<file path="config.mk">
export PLATFORM = sky130hd
export DESIGN_NAME = instr_fetch_3byte
export DESIGN_NICKNAME = d
export VERILOG_FILES = /design/src/rtl/instr_fetch_3byte.sv
export SDC_FILE = /design/constraint.sdc
export NUM_CORES = 1
export LEC_CHECK = 0
export CAP_MARGIN = 40
export CORE_ASPECT_RATIO = 0.7
export CORE_UTILIZATION = 42
export CTS_CLUSTER_SIZE = 16
export DETAILED_ROUTE_END_ITERATION = 10
export GPL_TIMING_DRIVEN = 0
export PLACE_DENSITY = 0.76
export SLEW_MARGIN = 10
export SYNTH_ARGS = -nofsm -noshare
export SYNTH_HDL_FRONTEND = slang
export SYNTH_SLANG_ARGS = --single-unit
</file>
<file path="constraint.sdc">
create_clock -name clk -period 1.6 [get_ports clk]
set_input_delay 0.16 -clock clk [delete_from_list [all_inputs] [get_ports clk]]
set_output_delay 0.16 -clock clk [all_outputs]
set_load 0.005 [all_outputs]
</file>
<file path="src/rtl/instr_fetch_3byte.sv">
// Fetches fixed 3-byte instructions from a byte-wide synchronous memory.
// Each instruction is assembled into a 24-bit word and handed to the decoder over valid/ready.
module instr_fetch_3byte #(
   parameter int                ADDR_W   = 16,
   parameter logic [ADDR_W-1:0] RESET_PC = '0
) (
   input  logic              clk,
   input  logic              rst_n,
   output logic              mem_rd,
   output logic [ADDR_W-1:0] mem_addr,
   input  logic [7:0]        mem_rdata,
   input  logic              redirect,
   input  logic [ADDR_W-1:0] redirect_pc,
   output logic [23:0]       instr,
   output logic [ADDR_W-1:0] instr_pc,
   output logic [ADDR_W-1:0] pc_next,
   output logic              instr_valid,
   input  logic              instr_ready
);

   typedef enum logic [2:0] {S_START, S_RD0, S_RD1, S_RD2, S_CAP, S_HOLD} state_t;

   state_t            state, state_nxt;
   logic [ADDR_W-1:0] pc;

   always_ff @(posedge clk or negedge rst_n) begin
      if (!rst_n) state <= S_START;
      else        state <= state_nxt;
   end

   always_comb begin
      state_nxt = state;
      if (redirect) begin
         state_nxt = S_RD0;
      end else begin
         case (state)
            S_START: state_nxt = S_RD0;
            S_RD0:   state_nxt = S_RD1;
            S_RD1:   state_nxt = S_RD2;
            S_RD2:   state_nxt = S_CAP;
            S_CAP:   state_nxt = S_HOLD;
            S_HOLD:  if (instr_ready) state_nxt = S_RD0;
            default: state_nxt = S_START;
         endcase
      end
   end

   always_comb begin
      mem_rd      = 1'b0;
      mem_addr    = pc;
      instr_valid = 1'b0;
      case (state)
         S_RD0:   mem_rd = 1'b1;
         S_RD1:   begin mem_rd = 1'b1; mem_addr = pc + ADDR_W'(1); end
         S_RD2:   begin mem_rd = 1'b1; mem_addr = pc + ADDR_W'(2); end
         S_HOLD:  instr_valid = 1'b1;
         default: ;
      endcase
   end

   assign pc_next = instr_pc + ADDR_W'(3);

   // Each byte lands one cycle after its read; a redirect drops any partial capture.
   always_ff @(posedge clk or negedge rst_n) begin
      if (!rst_n) begin
         pc       <= RESET_PC;
         instr    <= '0;
         instr_pc <= RESET_PC;
      end else if (redirect) begin
         pc <= redirect_pc;
      end else begin
         case (state)
            S_RD1:  instr[23:16] <= mem_rdata;
            S_RD2:  instr[15:8]  <= mem_rdata;
            S_CAP:  begin instr[7:0] <= mem_rdata; instr_pc <= pc; end
            S_HOLD: if (instr_ready) pc <= pc + ADDR_W'(3);
            default: ;
         endcase
      end
   end

endmodule

</file>
==> results.json, run 1 <==
{
  "cts_buffer_depth": 2,
  "synth-seq-cells": 59,
  "avgRoutedWirePerCell_um": 20.8,
  "end_kind": "output port",
  "instances_no_fill": 590,
  "initial_core_util": 0.440,
  "io_pins": 102,
  "mostFrequentLayoutCell": "clkdlybuf4s50_1",
  "synth_top_family_by_area": "simple AND/OR/NAND/NOR gates",
  "start_kind": "flip-flop",
  "clock_sinks": 59,
  "final_cell_mix": "65 x clkdlybuf4s50_1, 51 x dfrtp_1, 40 x buf_4",
  "grt_pass1_vias": 3230,
  "yosys.area_share.simple": 0.173,
  "root_buffer": "clkbuf_8",
  "finalSetupViolCount": 75,
  "slew_headroom": 0.482,
  "maxCapViolations": 0,
  "worstSetupPathType": "flip-flop to output port",
  "gr-usage-all-layers": 0.272,
  "fmax_ghz": 0.431,
  "cts_tree": "built",
  "muxShareOfSynthArea": 0.138,
  "holdWs_ns": 0.247,
  "ctsHtreeMaxLevel": 3,
  "regArea_mm2": 0.00149,
  "ant_nets": 0,
  "syn_inst": 312,
  "finalClockSkew_ns": 0.0103,
  "finalCritPeriodShare": 1.45,
  "grt_max_degree": 60,
  "numCtsBuffers": 9,
  "synth_warnings": 0,
  "synth_area_leaders": "dfrtp_1 45%, mux2_2 14%, xnor2_1 7.5%, nand2_1 3.8%, xor2_1 3.2%",
  "fillers": 448,
  "antenna_found_initial": 0,
  "p_leak_nw": 2.60,
  "drtIter0Drc": 258,
  "synth_xor_area_frac": 0.107,
  "maxSlewViolCount": 0,
  "fin_nets": 521,
  "cp_slowest_cell": "dfrtp_2",
  "place_congestion": 0.876,
  "clock_latency_ns": 0.35,
  "yosysUniqueCellTypes": 43,
  "synth_area_mm2": 0.00326,
  "worstPathRequired_ns": 1.44,
  "vias": 3288,
  "max_stage_delay_ns": 0.41,
  "synthToLayoutAreaGrowth_pct": 79.1,
  "io_buffer_count": 100,
  "hold_viol": 0,
  "synthAdderAreaFrac": 0.0230,
  "grt_pass1_wl_um": 16300,
  "synth_fp_nets": 346,
  "die_area_mm2": 0.00813,
  "p_per_area_mw_per_mm2": 1360,
  "diodes": 0,
  "ir_drop_mv": 0.946,
  "drt_first_pass_iters": 7,
  "path_delay_family": "simple AND/OR/NAND/NOR gates",
  "gr-total-overflow": 0,
  "synth-compound-area-share": 0.0656,
  "syn_avg_cell_area_um2": 10.5,
  "rsz0062_at_grt": "yes",
  "hold_class": "input pin to flip-flop",
  "multi_input_area_mm2": 0.00224,
  "vias_per_cell": 5.57,
  "ys_seq_area_frac": 0.452,
  "dpl.cell_count": 510,
  "die_h_um": 75.7,
  "status": "finished, violations left",
  "rows": 26,
  "cp.arrival_ns": 2.16,
  "drcViolationCount": 0,
  "layout-drive-gt1-share": 0.508,
  "violations": "negative setup slack",
  "stdcell_area_mm2": 0.00584,
  "hpwl_um": 6170,
  "path_clk_slew_ns": 0.07,
  "critPathMaxFanout": 4,
  "synth.top_cell.area_share": 0.452,
  "yosys.area.top_type": "dfrtp_1",
  "critPathBufInv": 3,
  "totalWireLength_um": 12300,
  "fin_ws_ns": -0.722,
  "die_x_um": 107,
  "final.min_clock_period_ns": 2.32,
  "crit_chain": "buf_4 > ha_4 > mux2_4 > or3b_4 > buf_12 > nor2_4 > xor2_1 > buf_2",
  "core_mm2": 0.00742,
  "dpl_cell_area_mm2": 0.00443,
  "tightest_slew_ns": 0.778
}
## Yosys cell counts, drive strengths merged
cell and number:
a2111oi 1, a211o 1, a21oi 6, a31oi 2
a41oi 1, and3 3, and4 2, buf 15
clkbuf 4, dfrtp 59, ha 6, inv 9
mux2 40, nand2 33, nand2b 2, nand3 8
nand3b 3, nand4 10, nand4b 1, nor2 18
nor2b 3, nor3 8, nor3b 2, nor4 4
o211a 1, o211ai 1, o21ai 19, o31a 1
o41ai 2, or2 1, or3 3, or3b 3
xnor2 28, xor2 12
## sequential cells by signal, indices dropped and copies added, names as in the netlist
register / count
instr_pc: 16
pc: 16
instr: 24
state: 3
## layout make-up
| type | count | share of cell area |
|---|---|---|
| buffer | 19 | 0.0300 |
| tap | 98 | 0.0210 |
| sequential | 59 | 0.254 |
| clock buffer | 12 | 0.0248 |
| inverter | 9 | 0.00707 |
| timing repair buffer | 164 | 0.267 |
| clock inverter | 4 | 0.0126 |
| multi-input combinational | 225 | 0.383 |
## final timing paths
path,startpoint,to,slack [ns],cells past startpoint
worst max-delay path,pc[1],mem_addr[14],-0.72,8
worst min-delay path,redirect,pc[15],0.25,3
worst max register to register,pc[6],pc[14],-0.35,5
worst min register to register,instr[5],instr[5],0.51,1
max in group asynchronous,rst_n,pc[1],0.59,2
min in group asynchronous,rst_n,state[0],0.43,2
## kinds of logic after synthesis
kind of cell	after synthesis
multiplexers	40
AND/OR/NAND/NOR	104
adder cells (fa/ha/maj)	6
AO/OA/AOI/OAI	35
flip-flops	59
XOR/XNOR	40
buffers and inverters	28
## report_power, final
group / leakage, nW / switching, mW / internal, mW
clock network: 0.111 / 0.637 / 0.921
logic: 1.77 / 1.42 / 2.39
registers: 0.721 / 0.539 / 2.03
## worst min-delay path, delay by kind of cell
family	cells	cell delay (ns)
AOI/OAI and AO/OA	1	0.12
buffers and inverters	1	0.18
and+or+nand+nor	1	0.10
## stage by stage
step / TNS, ns / utilization / total power, mW / setup slack (ns)
5_1_grt: -22.30 / 0.788 / 8.35 / -0.808
3_5_place_dp: -21.40 / 0.597 / 5.51 / -0.703
4_1_cts: -16.12 / 0.720 / 7.23 / -0.635
3_3_place_gp: -106.78 / 0.597 / 5.45 / -1.69
6_report: -18.06 / 0.788 / 7.94 / -0.722
2_1_floorplan: -0.0331 / - / 3.58 / -0.0233
## layer usage
layer | global-route usage | vias to the layer above | wire (um)
li1 | - | 1439 | -
met1 | 0.322 | 1628 | 4990
met2 | 0.452 | 181 | 5780
met3 | 0.0915 | 40 | 1100
met4 | 0.140 | 0 | 388
met5 | 0 | - | 0
## timing repair
item,CTS,global route
cloned,3,0
hold endpoints to repair,59,0
buffers inserted,37,27
resized for setup,213,92
pin swaps,27,32
hold buffers,1,0
endpoints found under the setup margin,78,86
No activity file was read; power rests on OpenSTA's default activity.
==> inputs of run 2 (changes only) <==
--- a/config.mk
+++ b/config.mk
@@ -5,7 +5,7 @@
 export SDC_FILE = /design/constraint.sdc
 export NUM_CORES = 1
 export LEC_CHECK = 0
-export CAP_MARGIN = 40
+export CAP_MARGIN = 20
 export CORE_ASPECT_RATIO = 0.7
 export CORE_UTILIZATION = 42
 export CTS_CLUSTER_SIZE = 16
==> results of run 2 <==
Final layout, timing and power as in run 1 (identical DEF).
==> inputs of run 3 (changes only) <==
--- a/config.mk
+++ b/config.mk
@@ -7,11 +7,11 @@
 export LEC_CHECK = 0
 export CAP_MARGIN = 20
 export CORE_ASPECT_RATIO = 0.7
-export CORE_UTILIZATION = 42
+export CORE_UTILIZATION = 51
 export CTS_CLUSTER_SIZE = 16
 export DETAILED_ROUTE_END_ITERATION = 10
 export GPL_TIMING_DRIVEN = 0
-export PLACE_DENSITY = 0.76
+export PLACE_DENSITY = 0.87
 export SLEW_MARGIN = 10
 export SYNTH_ARGS = -nofsm -noshare
 export SYNTH_HDL_FRONTEND = slang
==> constraint.sdc (replaced) <==
create_clock -name clk -period 2.75 [get_ports clk]
set_input_delay 0.275 -clock clk [delete_from_list [all_inputs] [get_ports clk]]
set_output_delay 0.275 -clock clk [all_outputs]
set_load 0.005 [all_outputs]
==> results.json, run 3 (synthesis gave the netlist of run 1 again) <==
{
  "diodes": 0,
  "rr_worst_depth": 7,
  "mostFrequentLayoutCell": "clkdlybuf4s50_1",
  "finalSetupViolCount": 0,
  "vias": 2865,
  "initial_core_util": 0.548,
  "totalWireLength_um": 8590,
  "hold_class": "input pin to asynchronous set/reset pin",
  "maxCapViolations": 0,
  "final.min_clock_period_ns": 2.74,
  "worstPathRequired_ns": 2.48,
  "numCtsBuffers": 9,
  "clock_sinks": 59,
  "p_total_mw": 4.10,
  "largest_reg_flops": 24,
  "instances_no_fill": 510,
  "sw_frac_of_total": 0.292,
  "clock_latency_ns": 0.34,
  "max_stage_delay_ns": 0.52,
  "r2r-start": "pc[1]",
  "cp.arrival_ns": 2.47,
  "die_h_um": 68.9,
  "cp_slowest_cell": "clkdlybuf4s50_1",
  "drtIter0Drc": 211,
  "vias_per_cell": 5.62,
  "grt_pass1_vias": 2789,
  "avgRoutedWirePerCell_um": 16.8,
  "top_register": "instr",
  "cts_tree": "built",
  "grt_pass1_wl_um": 13600,
  "start_kind": "flip-flop",
  "place_congestion": 0.897,
  "status": "finished, violations left",
  "end_kind": "output port",
  "rows": 23,
  "dpl.cell_count": 487,
  "holdWs_ns": -0.00281,
  "use_met2": 0.434,
  "finish.utilization": 0.787,
  "drcViolationCount": 18,
  "p_leak_nw": 1.99,
  "fin_nets": 465,
  "crit_chain": "ha_2 > nand3b_1 > a2111oi_4 > nand4_1 > xnor2_1 > clkdlybuf4s50_1",
  "power.internal_mw": 2.90,
  "root_buffer": "clkbuf_8",
  "p_clk_frac": 0.218,
  "final_cell_mix": "96 x clkdlybuf4s50_1, 57 x dfrtp_1, 40 x mux2_2",
  "grt.busiest_layer": "met2",
  "path_clk_slew_ns": 0.06,
  "gr-total-overflow": 0,
  "fillers": 389,
  "rsz0062_at_grt": "yes",
  "power.switching_mw": 1.20,
  "hold_viol": 2,
  "stdcell_area_mm2": 0.00469,
  "violations": "design-rule violations, negative hold slack",
  "grt_max_degree": 60,
  "finalCritPeriodShare": 0.997,
  "hpwl_um": 5960,
  "core_mm2": 0.00596,
  "synthToLayoutAreaGrowth_pct": 43.6,
  "finalClockSkew_ns": 0.00581,
  "gr-usage-all-layers": 0.268,
  "grt_use_met1": 0.332,
  "p_per_area_mw_per_mm2": 876,
  "seq_power_share": 0.354,
  "ir_drop_mv": 0.592,
  "antenna_found_initial": 0,
  "worstSetupPathType": "flip-flop to output port",
  "die_area_mm2": 0.00673,
  "ant_nets": 0,
  "fmax_ghz": 0.365,
  "slew_headroom": 0.481,
  "r2r_end": "pc[15]",
  "rrSetupSlack_ns": 0.71,
  "cts_buffer_depth": 2,
  "maxSlewViolCount": 0,
  "postCtsHoldBufs": 0,
  "tightest_slew_ns": 0.776,
  "io_pins": 102,
  "layout-drive-gt1-share": 0.221,
  "fin_ws_ns": 0.00882,
  "critPathMaxFanout": 7,
  "ctsHtreeMaxLevel": 3,
  "reg.largest.list": "instr: 24 flops, instr_pc: 16 flops, pc: 16 flops",
  "combPwrFrac": 0.429,
  "drt_first_pass_iters": 8,
  "dpl_cell_area_mm2": 0.00436,
  "fin_setup_tns_ns": 0,
  "use_met3": 0.107,
  "pre_cts_ws_ns": 0.133,
  "die_x_um": 97.6,
  "io_buffer_count": 100
}
[run 3: changes by cell type in the layout (fill, tap and decap cells not counted), moves of 11 or more]
| cell | before | now |
|---|---|---|
| mux2_4 | 18 | 0 |
| buf_2 | 32 | 12 |
| mux2_2 | 22 | 40 |
| nor2_1 | 7 | 18 |
| buf_4 | 40 | 12 |
| clkdlybuf4s50_1 | 65 | 96 |
| buf_6 | 23 | 0 |
| o21ai_0 | 5 | 18 |
[run 3: worst max path at each step]
| stage | start | endpoint | slack [ns] | depth (start not counted) |
|---|---|---|---|---|
| finish | pc[2] | mem_addr[15] | 0.009 | 6 |
| global route | pc[2] | mem_addr[15] | -0.08 | 6 |
| CTS | state[2] | mem_addr[9] | 0.02 | 6 |
| detailed placement | pc[2] | mem_addr[15] | 0.13 | 6 |
| global placement | rst_n | instr[15] | -0.44 | 1 |
| floorplan | pc[2] | mem_addr[15] | 0.89 | 5 |
[run 3: cell type report]
type	instances	area, um^2	share of cell area
Buffer	19	98.8	0.0211
Clock buffer	11	151	0.0323
Sequential cell	59	1480	0.316
Clock inverter	4	73.8	0.0158
Tap cell	75	93.8	0.0200
Multi-Input combinational cell	225	1690	0.360
Inverter	9	33.8	0.00721
Timing Repair Buffer	108	1070	0.228
[run 3: power by group through the flow]
| stage | combinational [mW] | clock (mW) | sequential [mW] |
|---|---|---|---|
| floorplan | 0.633 | 0 | 1.45 |
| global placement | 1.70 | 0 | 1.45 |
| detailed placement | 1.72 | 0 | 1.47 |
| CTS | 1.76 | 0.909 | 1.46 |
| global route | 1.91 | 0.941 | 1.50 |
| finish | 1.76 | 0.894 | 1.45 |
[run 3: worst max-delay path, delay by kind of cell, from the launching register on]
kind / cells / cell delay [ns]
buffers and inverters: 1 / 0.52
AO/OA/AOI/OAI: 1 / 0.50
flip-flops: 1 / 0.43
AND/OR/NAND/NOR: 2 / 0.32
adder cells (fa/ha/maj): 1 / 0.21
XOR/XNOR: 1 / 0.15
[run 3: routing by layer]
metal | routed length, um | share of wire
met2 | 4000 | 0.47
met1 | 3550 | 0.41
met5 | 0 | 0
met4 | 119 | 0.014
met3 | 915 | 0.11
[run 3: what timing repair did]
action | 4_1_cts | 5_1_grt
setup buffers | 3 | 5
endpoints found under the setup margin | 9 | 11
pin swaps | 1 | 4
hold endpoints to repair | 0 | 0
gates resized for setup | 6 | 7
